<file path="config.mk">
export PLATFORM = sky130hd
export DESIGN_NAME = oup_ulpi_regctrl_flat
export DESIGN_NICKNAME = d
export VERILOG_FILES = /design/src/rtl/oup_ulpi_regctrl_if.sv /design/src/rtl/oup_ulpi_regctrl.sv /design/src/flat_wrapper.sv
export SDC_FILE = /design/constraint.sdc
export NUM_CORES = 1
export LEC_CHECK = 0
export BUFFER_PORTS_ARGS = -buffer_cell sky130_fd_sc_hd__clkbuf_2
export CAP_MARGIN = 25
export CORE_MARGIN = 2
export CORE_UTILIZATION = 50
export DETAILED_ROUTE_END_ITERATION = 8
export HOLD_SLACK_MARGIN = 0.05
export PLACE_DENSITY = 0.79
export SYNTH_ARGS = -nofsm -noshare
export SYNTH_HDL_FRONTEND = slang
export SYNTH_SLANG_ARGS = --single-unit
</file>
<file path="constraint.sdc">
create_clock -name clk_i -period 2.2 [get_ports clk_i]
set_input_delay 0.11 -clock clk_i [delete_from_list [all_inputs] [get_ports clk_i]]
set_output_delay 0.11 -clock clk_i [all_outputs]
set_load 0.01 [all_outputs]
</file>
<file path="src/rtl/oup_ulpi_regctrl_if.sv">
// rtl/oup_ulpi_regctrl_if.sv - requester and ULPI link signal bundle for the register controller
//
// Purpose: groups the two-port requester handshake, the completion response and
// the link side of the ULPI bus so they travel as one port.
// Ports (signals):
//   req_valid_i[1:0], req_write_i[1:0], req_addr_i[15:0], req_wdata_i[15:0]
//                       : per-requester request, byte lane p belongs to requester p
//   req_ready_o[1:0]    : one-cycle accept pulse to the granted requester
//   rsp_valid_o[1:0], rsp_rdata_o[7:0], rsp_err_o : completion to the owning requester
//   ulpi_data_i/o[7:0], ulpi_dir_i, ulpi_stp_o, ulpi_nxt_i : ULPI link side
// Modports: slave = the controller, master = requesters plus PHY.
interface oup_ulpi_regctrl_if;
  logic [1:0]  req_valid_i;
  logic [1:0]  req_ready_o;
  logic [1:0]  req_write_i;
  logic [15:0] req_addr_i;
  logic [15:0] req_wdata_i;
  logic [1:0]  rsp_valid_o;
  logic [7:0]  rsp_rdata_o;
  logic        rsp_err_o;
  logic [7:0]  ulpi_data_i;
  logic [7:0]  ulpi_data_o;
  logic        ulpi_dir_i;
  logic        ulpi_stp_o;
  logic        ulpi_nxt_i;

  modport slave (
    input  req_valid_i, req_write_i, req_addr_i, req_wdata_i,
    input  ulpi_data_i, ulpi_dir_i, ulpi_nxt_i,
    output req_ready_o, rsp_valid_o, rsp_rdata_o, rsp_err_o,
    output ulpi_data_o, ulpi_stp_o
  );

  modport master (
    output req_valid_i, req_write_i, req_addr_i, req_wdata_i,
    output ulpi_data_i, ulpi_dir_i, ulpi_nxt_i,
    input  req_ready_o, rsp_valid_o, rsp_rdata_o, rsp_err_o,
    input  ulpi_data_o, ulpi_stp_o
  );
endinterface

</file>
<file path="src/rtl/oup_ulpi_regctrl.sv">
// rtl/oup_ulpi_regctrl.sv - two-requester ULPI PHY register read/write controller
//
// Purpose: arbitrates two register requesters round-robin and runs one ULPI
// register transaction at a time (immediate or extended address, read or write),
// with abort/retry when the PHY takes the bus and a nxt-wait timeout.
// Ports:
//   clk_i : ULPI clock, rising edge
//   rst_i : synchronous active-high reset
//   bus   : oup_ulpi_regctrl_if.slave (requests, responses, ULPI link side)
// Parameter NXT_TIMEOUT: PHY-wait cycles before a transaction is abandoned.
module oup_ulpi_regctrl #(
  parameter int NXT_TIMEOUT = 64
) (
  input  logic                 clk_i,
  input  logic                 rst_i,
  oup_ulpi_regctrl_if.slave    bus
);

  localparam int CW = $clog2(NXT_TIMEOUT + 1);

  typedef enum logic [3:0] {
    S_IDLE, S_CMD, S_EXTADDR, S_WDATA, S_STOP,
    S_RD_TURN, S_RD_DATA, S_RD_END, S_DONE, S_RETRY
  } state_t;

  state_t        state, state_d;
  logic          rr_ptr;
  logic          owner;
  logic          cap_write;
  logic [7:0]    cap_addr;
  logic [7:0]    cap_wdata;
  logic [CW-1:0] cnt;
  logic [1:0]    rsp_valid_q;
  logic          rsp_err_q;
  logic [7:0]    rsp_rdata_q;

  logic          grant_sel;
  logic          accept;
  logic          cap_ext;
  logic          counting;
  logic          timed_out;
  logic [7:0]    cmd_byte;
  logic [7:0]    data_d;
  logic [1:0]    owner_onehot;

  // With both ports valid the pointer decides; otherwise the lone valid port wins.
  assign grant_sel = (bus.req_valid_i == 2'b11) ? rr_ptr : bus.req_valid_i[1];
  assign accept    = (state == S_IDLE) && !bus.ulpi_dir_i && (|bus.req_valid_i) && !rst_i;

  // Address 0x2F is the extended-register escape code itself, so it cannot be sent immediately.
  assign cap_ext  = (cap_addr > 8'h3F) || (cap_addr == 8'h2F);
  assign cmd_byte = {cap_write ? 2'b10 : 2'b11, cap_ext ? 6'b101111 : cap_addr[5:0]};

  assign owner_onehot = owner ? 2'b10 : 2'b01;

  assign counting = (state == S_CMD) || (state == S_EXTADDR) ||
                    (state == S_WDATA) || (state == S_RD_TURN);
  // Timeout only when the cycle makes no other progress (no dir takeover, no nxt).
  assign timed_out = counting && !bus.ulpi_dir_i && !bus.ulpi_nxt_i &&
                     (cnt == CW'(NXT_TIMEOUT - 1));

  always_comb begin
    state_d = state;
    data_d  = 8'h00;
    case (state)
      S_IDLE: begin
        if (accept) state_d = S_CMD;
      end
      S_CMD: begin
        data_d = cmd_byte;
        if (bus.ulpi_dir_i)      state_d = S_RETRY;
        else if (bus.ulpi_nxt_i) state_d = cap_ext ? S_EXTADDR : (cap_write ? S_WDATA : S_RD_TURN);
        else if (timed_out)      state_d = S_IDLE;
      end
      S_EXTADDR: begin
        data_d = cap_addr;
        if (bus.ulpi_dir_i)      state_d = S_RETRY;
        else if (bus.ulpi_nxt_i) state_d = cap_write ? S_WDATA : S_RD_TURN;
        else if (timed_out)      state_d = S_IDLE;
      end
      S_WDATA: begin
        data_d = cap_wdata;
        if (bus.ulpi_dir_i)      state_d = S_RETRY;
        else if (bus.ulpi_nxt_i) state_d = S_STOP;
        else if (timed_out)      state_d = S_IDLE;
      end
      S_STOP: begin
        state_d = S_DONE;
      end
      S_RD_TURN: begin
        if (bus.ulpi_dir_i)  state_d = S_RD_DATA;
        else if (timed_out)  state_d = S_IDLE;
      end
      S_RD_DATA: begin
        state_d = S_RD_END;
      end
      S_RD_END: begin
        if (!bus.ulpi_dir_i) state_d = S_DONE;
      end
      S_DONE: begin
        state_d = S_IDLE;
      end
      S_RETRY: begin
        if (!bus.ulpi_dir_i) state_d = S_CMD;
      end
      default: begin
        state_d = S_IDLE;
      end
    endcase
    // The PHY owns the data lines whenever dir is high.
    if (bus.ulpi_dir_i) data_d = 8'h00;
  end

  always_ff @(posedge clk_i) begin
    if (rst_i) begin
      state       <= S_IDLE;
      rr_ptr      <= 1'b0;
      owner       <= 1'b0;
      cap_write   <= 1'b0;
      cap_addr    <= 8'h00;
      cap_wdata   <= 8'h00;
      cnt         <= '0;
      rsp_valid_q <= 2'b00;
      rsp_err_q   <= 1'b0;
      rsp_rdata_q <= 8'h00;
    end else begin
      state       <= state_d;
      rsp_valid_q <= 2'b00;
      rsp_err_q   <= 1'b0;
      // Counter restarts on any state change and whenever the PHY signals nxt.
      if ((state_d != state) || bus.ulpi_nxt_i || !counting) cnt <= '0;
      else                                                   cnt <= cnt + 1'b1;
      if (accept) begin
        owner     <= grant_sel;
        cap_write <= bus.req_write_i[grant_sel];
        cap_addr  <= bus.req_addr_i[{grant_sel, 3'b000} +: 8];
        cap_wdata <= bus.req_wdata_i[{grant_sel, 3'b000} +: 8];
        rr_ptr    <= ~grant_sel;
      end
      if (state == S_RD_DATA) rsp_rdata_q <= bus.ulpi_data_i;
      // Completion pulse is registered so it lines up with the DONE cycle.
      if (timed_out) begin
        rsp_valid_q <= owner_onehot;
        rsp_err_q   <= 1'b1;
      end else if (state_d == S_DONE) begin
        rsp_valid_q <= owner_onehot;
      end
    end
  end

  assign bus.req_ready_o = accept ? (grant_sel ? 2'b10 : 2'b01) : 2'b00;
  assign bus.ulpi_data_o = data_d;
  assign bus.ulpi_stp_o  = (state == S_STOP);
  assign bus.rsp_valid_o = rsp_valid_q;
  assign bus.rsp_err_o   = rsp_err_q;
  assign bus.rsp_rdata_o = rsp_rdata_q;

endmodule
</file>
<file path="src/flat_wrapper.sv">
// flat-port wrapper written by rule: the top's interface ports become plain ports
module oup_ulpi_regctrl_flat 
#(
  parameter int NXT_TIMEOUT = 64
)
  (clk_i, rst_i, bus_req_valid_i, bus_req_write_i, bus_req_addr_i, bus_req_wdata_i, bus_ulpi_data_i, bus_ulpi_dir_i, bus_ulpi_nxt_i, bus_req_ready_o, bus_rsp_valid_o, bus_rsp_rdata_o, bus_rsp_err_o, bus_ulpi_data_o, bus_ulpi_stp_o);
  oup_ulpi_regctrl_if bus_i ();
  input  logic clk_i;
  input  logic rst_i;
  input wire logic [$bits(bus_i.req_valid_i)-1:0] bus_req_valid_i;
  input wire logic [$bits(bus_i.req_write_i)-1:0] bus_req_write_i;
  input wire logic [$bits(bus_i.req_addr_i)-1:0] bus_req_addr_i;
  input wire logic [$bits(bus_i.req_wdata_i)-1:0] bus_req_wdata_i;
  input wire logic [$bits(bus_i.ulpi_data_i)-1:0] bus_ulpi_data_i;
  input wire logic [$bits(bus_i.ulpi_dir_i)-1:0] bus_ulpi_dir_i;
  input wire logic [$bits(bus_i.ulpi_nxt_i)-1:0] bus_ulpi_nxt_i;
  output wire logic [$bits(bus_i.req_ready_o)-1:0] bus_req_ready_o;
  output wire logic [$bits(bus_i.rsp_valid_o)-1:0] bus_rsp_valid_o;
  output wire logic [$bits(bus_i.rsp_rdata_o)-1:0] bus_rsp_rdata_o;
  output wire logic [$bits(bus_i.rsp_err_o)-1:0] bus_rsp_err_o;
  output wire logic [$bits(bus_i.ulpi_data_o)-1:0] bus_ulpi_data_o;
  output wire logic [$bits(bus_i.ulpi_stp_o)-1:0] bus_ulpi_stp_o;
  assign bus_i.req_valid_i = bus_req_valid_i;
  assign bus_i.req_write_i = bus_req_write_i;
  assign bus_i.req_addr_i = bus_req_addr_i;
  assign bus_i.req_wdata_i = bus_req_wdata_i;
  assign bus_i.ulpi_data_i = bus_ulpi_data_i;
  assign bus_i.ulpi_dir_i = bus_ulpi_dir_i;
  assign bus_i.ulpi_nxt_i = bus_ulpi_nxt_i;
  assign bus_req_ready_o = bus_i.req_ready_o;
  assign bus_rsp_valid_o = bus_i.rsp_valid_o;
  assign bus_rsp_rdata_o = bus_i.rsp_rdata_o;
  assign bus_rsp_err_o = bus_i.rsp_err_o;
  assign bus_ulpi_data_o = bus_i.ulpi_data_o;
  assign bus_ulpi_stp_o = bus_i.ulpi_stp_o;
  oup_ulpi_regctrl #(.NXT_TIMEOUT(NXT_TIMEOUT)) u_core (.clk_i(clk_i), .rst_i(rst_i), .bus(bus_i));
endmodule
</file>
Word level (Yosys, flattened, before mapping)
Index checks and enable logic that the tools add are counted.
- register bits: 41
- logic and storage cells: 75
- output and inout port bits: 22
- add/subtract/negate cells: 1
- reductions and logical operators: 19
- order comparisons: 2
- shift operators: 2
- bitwise operators: 1
- eq/ne operators: 13
- muxes and demuxes: 27
- operator list (operator ; number):
    4-bit 2-to-1 mux ; 11
    4-bit one-hot mux with 9 select lines ; 1
    16-bit by 5-bit indexed part select with 8-bit output ; 2
    8-bit one-hot mux with 3 select lines ; 1
    4-bit by 3-bit equality test with 1-bit output (second input constant) ; 4
    2-bit 2-to-1 mux ; 5
    4-bit by 2-bit equality test with 1-bit output (second input constant) ; 2
    4-bit equality test (second input constant) ; 2
    8-bit by 6-bit equality test with 1-bit output (second input constant) ; 1
    8-bit by 6-bit > comparator with 1-bit output (second input constant) ; 1
    8-bit 2-to-1 mux ; 1
    7-bit by 1-bit adder with 7-bit output (second input constant) ; 1
    7-bit by 6-bit equality test with 1-bit output (second input constant) ; 1
    1-bit logical AND ; 6
    1-bit logical OR ; 6
    3-bit 2-to-1 mux ; 2
    6-bit 2-to-1 mux ; 1
    1-bit 2-to-1 mux ; 5
    4-bit by 1-bit equality test with 1-bit output (second input constant) ; 1
    1-bit logical NOT ; 4
    4-bit logical NOT ; 1
    4-bit inequality test ; 1
    2-bit OR reduction ; 2
    2-bit equality test (second input constant) ; 1
    other kinds (2) ; 2

Longest topological paths before layout
- depth in word-level cells: 15
- depth in mapped cells: 8
- mapped depth without buffers: 7

Worst setup path after synthesis
OpenSTA, ideal clock, no wires.
- path type: register to register
- start: reg u_core.cnt[0]
- end: reg u_core.cnt[2]
- cell stages (with the launch flop): 9
- required time: 2.065 ns
- slack: 0.271 ns
- setup time: 0.135 ns
- period minus slack after synthesis: 1.929 ns
- data arrival time: 1.794 ns
- path through: dfxtp_1 > ha_1 > nand3_1 > or3_1 > buf_2 > nor4_2 > o31ai_1 > mux2i_2 > nor4_1
- word-level cells in the longest chain between the ends: 10
- elaborated cells between the ends (all ways): 16
- ends and longest elaborated chain (what ; RTL line ; text):
    from (decl) ; oup_ulpi_regctrl.sv:32 ; logic [CW-1:0] cnt;
    from (signal assigned) ; oup_ulpi_regctrl.sv:132 ; else cnt <= cnt + 1'b1;
    7-bit by 6-bit equality test with 1-bit output ; oup_ulpi_regctrl.sv:60 ; (cnt == CW'(NXT_TIMEOUT - 1));
    1-bit logical AND ; oup_ulpi_regctrl.sv:59 ; assign timed_out = counting && !bus.ulpi_dir_i && !bus.ulpi_nxt_i &&
    4-bit 2-to-1 mux ; - ;
    4-bit 2-to-1 mux (on tied branches) ; oup_ulpi_regctrl.sv:84, oup_ulpi_regctrl.sv:72, oup_ulpi_regctrl.sv:78 ;
    4-bit 2-to-1 mux (on tied branches) ; oup_ulpi_regctrl.sv:83, oup_ulpi_regctrl.sv:71, oup_ulpi_regctrl.sv:77 ;
    4-bit one-hot mux with 9 select lines ; oup_ulpi_regctrl.sv:65 ; case (state)
    4-bit inequality test ; oup_ulpi_regctrl.sv:131 ; if ((state_d != state) || bus.ulpi_nxt_i || !counting) cnt <= '0;
    1-bit logical OR (2 in a row) ; oup_ulpi_regctrl.sv:131 ;
    2-bit OR reduction (no line) ; - ;
Parallel ways exist; a longest one is shown, timed or not.
A chain may end at the register's enable or synchronous reset.

Worst setup path after layout
- start: reg u_core.state[1]
- end: out bus_ulpi_data_o[5]
- word-level cells in the longest chain between the ends: 3
- elaborated cells between the ends (all ways): 5
- ends and longest elaborated chain (what ; RTL line ; text):
    from (decl) ; oup_ulpi_regctrl.sv:26 ; state_t state, state_d;
    from (signal assigned) ; oup_ulpi_regctrl.sv:127 ; state <= state_d;
    4-bit by 2-bit equality test with 1-bit output or 4-bit by 1-bit equality test with 1-bit output (tied branches) ; oup_ulpi_regctrl.sv:65 ;
    8-bit one-hot mux with 3 select lines * ; oup_ulpi_regctrl.sv:65 ;
    8-bit 2-to-1 mux * ; oup_ulpi_regctrl.sv:111 ; if (bus.ulpi_dir_i) data_d = 8'h00;
    to (decl) ; flat_wrapper.sv:21 ; output wire logic [$bits(bus_i.ulpi_data_o)-1:0] bus_ulpi_data_o;
Every way passes the cells marked *; elsewhere a longest branch is shown, timed or not.

==> metrics <==
outcome completed; Nets 380; clock latency on the worst-skew pair 0.29 ns; Synth Area in Adders 0.588%; Final Max Tran Viols 0; Max-slew headroom 56.5%; Vias/cell 5.59; post-DP HPWL 3840 um; fin crit period 2.07 ns; dpl cell area 2580 um^2; mux share of post-synthesis cell area 12.9%; drt drc 0; clk slew on worst S/H paths 0.08 ns; syn nets 303; Static Leak 0.00119 uW; vias in the first global route 2069; Mapped Area 2130 um^2; Syn Area/Cell 8.38 um^2; antenna violations before repair 0; crit path cell chain or2b_2 -> a211oi_1 -> buf_4 -> a22oi_1 -> a21oi_1 -> clkbuf_2; VDD IR-drop max 0.462 mV; Initial DRC Count 189; post-synthesis xor/xnor area fraction 1.65%; Clock Tree Buf Depth 2; Worst setup EP type output pin; global placement routability congestion 0.904; Top-Level Pins 70; Yosys cell types 41; simple logic cell fraction of the synthesized area 23.8%; total CTS buffers 5; Synth Register Bits 41; Hold Vio Cnt, Final 0; Power Total 1690 uW; core region area 4060 um^2; via count 2135; max-cap violation count 0; Yosys top cell area share 38.6%; fillers 339; Main synth FF type dfxtp_1; Fmax achieved 0.482 GHz; CP max FO 12; Die Wd 69.2 um; Hold Path Class in -> reg; Syn Inst Count 254; setup TNS 0 ns; Final Instance Area 2740 um^2; post-synth top area cell dfxtp_1; htree depth 2; PortBufs 69; Multi-input gate area 1220 um^2; area delta synth->final 28.8%; Chip Height 69.2 um; diode count 0; Rows 23; largest family of logic cells by synthesized area simple AND/OR/NAND/NOR gates; Worst Path Arrival 1.96 ns; Pre-Repair DR Iteration Count 4; first-pass GRT wire length 9070 um; share of cells above drive strength 1 30.1%; slowest library cell on the worst path dfxtp_1; Critical Path Start Type flip-flop; gr ovfl total 0; storage element area 822 um^2; commonest non-fill, non-tap cell in the layout clkbuf_2; largest net degree at the start of global routing 35; sequential element share of the synthesized area 38.6%; Clock Tree Root clkbuf_8; routed wire length 5300 um; post-CTS setup buffers 0; Cell Pwr Density 615 nW/um^2; Sink Count 41; period utilisation layout 94.2%; initial core utilization 52.5%; Finish-stage setup viols 0; worst endpoint required time 2.09 ns; CTS tree built; critical setup path kind reg -> out; Async S/R FF share, synth 0%; Worst Tran Pin Value 0.645 ns; GRT Overall Usage 22.8%; CP max stage delay 0.43 ns; number of synthesized flops with an enable pin 0; Ys Warns 0; RSZ-0062 raised after global routing false; most frequent cells in the layout 69 x clkbuf_2, 40 x nor2_1, 40 x dfxtp_1; Synth Area in Compound Gates 17.5%; Routed WL per cell 13.9 um; Synth area leaders dfxtp_1 39%, mux2i_1 12%, nor2_1 7.2%, a211oi_1 6.3%, a21oi_1 3.3%; antenna viol nets, final 0; clock skew 0.00690 ns; die area 4790 um^2
-- state kept, by name, summed over array words and instances, names as in the netlist --
name / count
u_core.cap_write: 1
u_core.cap_wdata: 8
u_core.cnt: 7
u_core.bus.rsp_valid_o: 2
u_core.owner: 1
u_core.bus.rsp_err_o: 1
u_core.cap_addr: 8
u_core.bus.rsp_rdata_o: 8
u_core.state: 4
u_core.rr_ptr: 1
-- cell usage after synthesis, types with 4 or more instances --
cell      instances
buf_2             5
mux2i_1          26
nand2b_1          4
a211oi_1         18
a22oi_1           5
o21ai_0          11
clkbuf_1          8
nor3_1            9
dfxtp_1          41
buf_4             4
a21oi_1          14
nand2_1          15
nor2b_1           5
nor2_1           41
inv_1             6
-- per-layer routing --
metal | vias to the layer above | global-route usage [%] | share of wire [%]
met5 | - | 0 | 0
met4 | 0 | 8.50 | 2.1
met3 | 14 | 6.25 | 6.7
met2 | 86 | 37.8 | 49
met1 | 969 | 28.4 | 43
li1 | 1066 | - | -
-- worst max-delay path, delay by kind of cell (launching register included) --
| family | cells | cell delay [ns] |
|---|---|---|
| AO/OA/AOI/OAI | 3 | 0.50 |
| buffers and inverters | 2 | 0.35 |
| flip-flops | 1 | 0.43 |
| AND/OR/NAND/NOR | 1 | 0.39 |
-- power breakdown --
| part | leakage (uW) | switching, uW | internal (uW) |
|---|---|---|---|
| Clock | 0.0000554 | 261 | 341 |
| Sequential | 0.000334 | 28.1 | 773 |
| Combinational | 0.000805 | 149 | 133 |
| Total | 0.00119 | 438 | 1250 |
-- final timing paths --
path | slack, ns | endpoint | cells past startpoint | start
worst max register to register | 0.14 | u_core.cnt[1]$_SDFF_PP0_ | 7 | u_core.cnt[0]$_SDFF_PP0_
worst min register to register | 0.45 | u_core.cnt[0]$_SDFF_PP0_ | 1 | u_core.cnt[0]$_SDFF_PP0_
worst min-delay path | 0.06 | u_core.bus.rsp_rdata_o[3]$_SDFFE_PP0P_ | 3 | bus_ulpi_data_i[3]
worst max-delay path | 0.13 | bus_ulpi_data_o[5] | 6 | u_core.state[1]$_SDFF_PP0_
-- cells by family after synthesis --
| group | count (synthesis) |
|---|---|
| mux | 27 |
| xor+xnor | 4 |
| buf+inv | 23 |
| flops | 41 |
| fa+ha+maj | 1 |
| simple gates | 100 |
| compound gates | 58 |
-- through the flow --
step	worst slack, ns	instances	hold slack (ns)	util (%)
floorplan	0.271	254	0.257	-
global placement	0.244	370	0.345	63.6
detailed placement	0.189	370	0.356	63.6
CTS	0.0489	382	0.0506	67.3
global route	0.00871	382	0.0720	67.6
finish	0.127	382	0.0572	67.6
-- layout make-up --
| cell class | count | area share (%) |
|---|---|---|
| multi-input cells | 190 | 44.5 |
| flip-flops and latches | 41 | 30.0 |
| repair buffers | 87 | 18.3 |
| clock buffers | 6 | 2.65 |
| well taps | 50 | 2.28 |
| clock inverters | 2 | 1.41 |
| inverters | 6 | 0.822 |
-- repair_timing --
item / 4_1_cts / 5_1_grt
hold endpoints to repair: 4 / 0
hold buffers: 4 / 0
resized for setup: 0 / 3
setup endpoints to repair: 0 / 7
(Power assumes the default switching activity.)
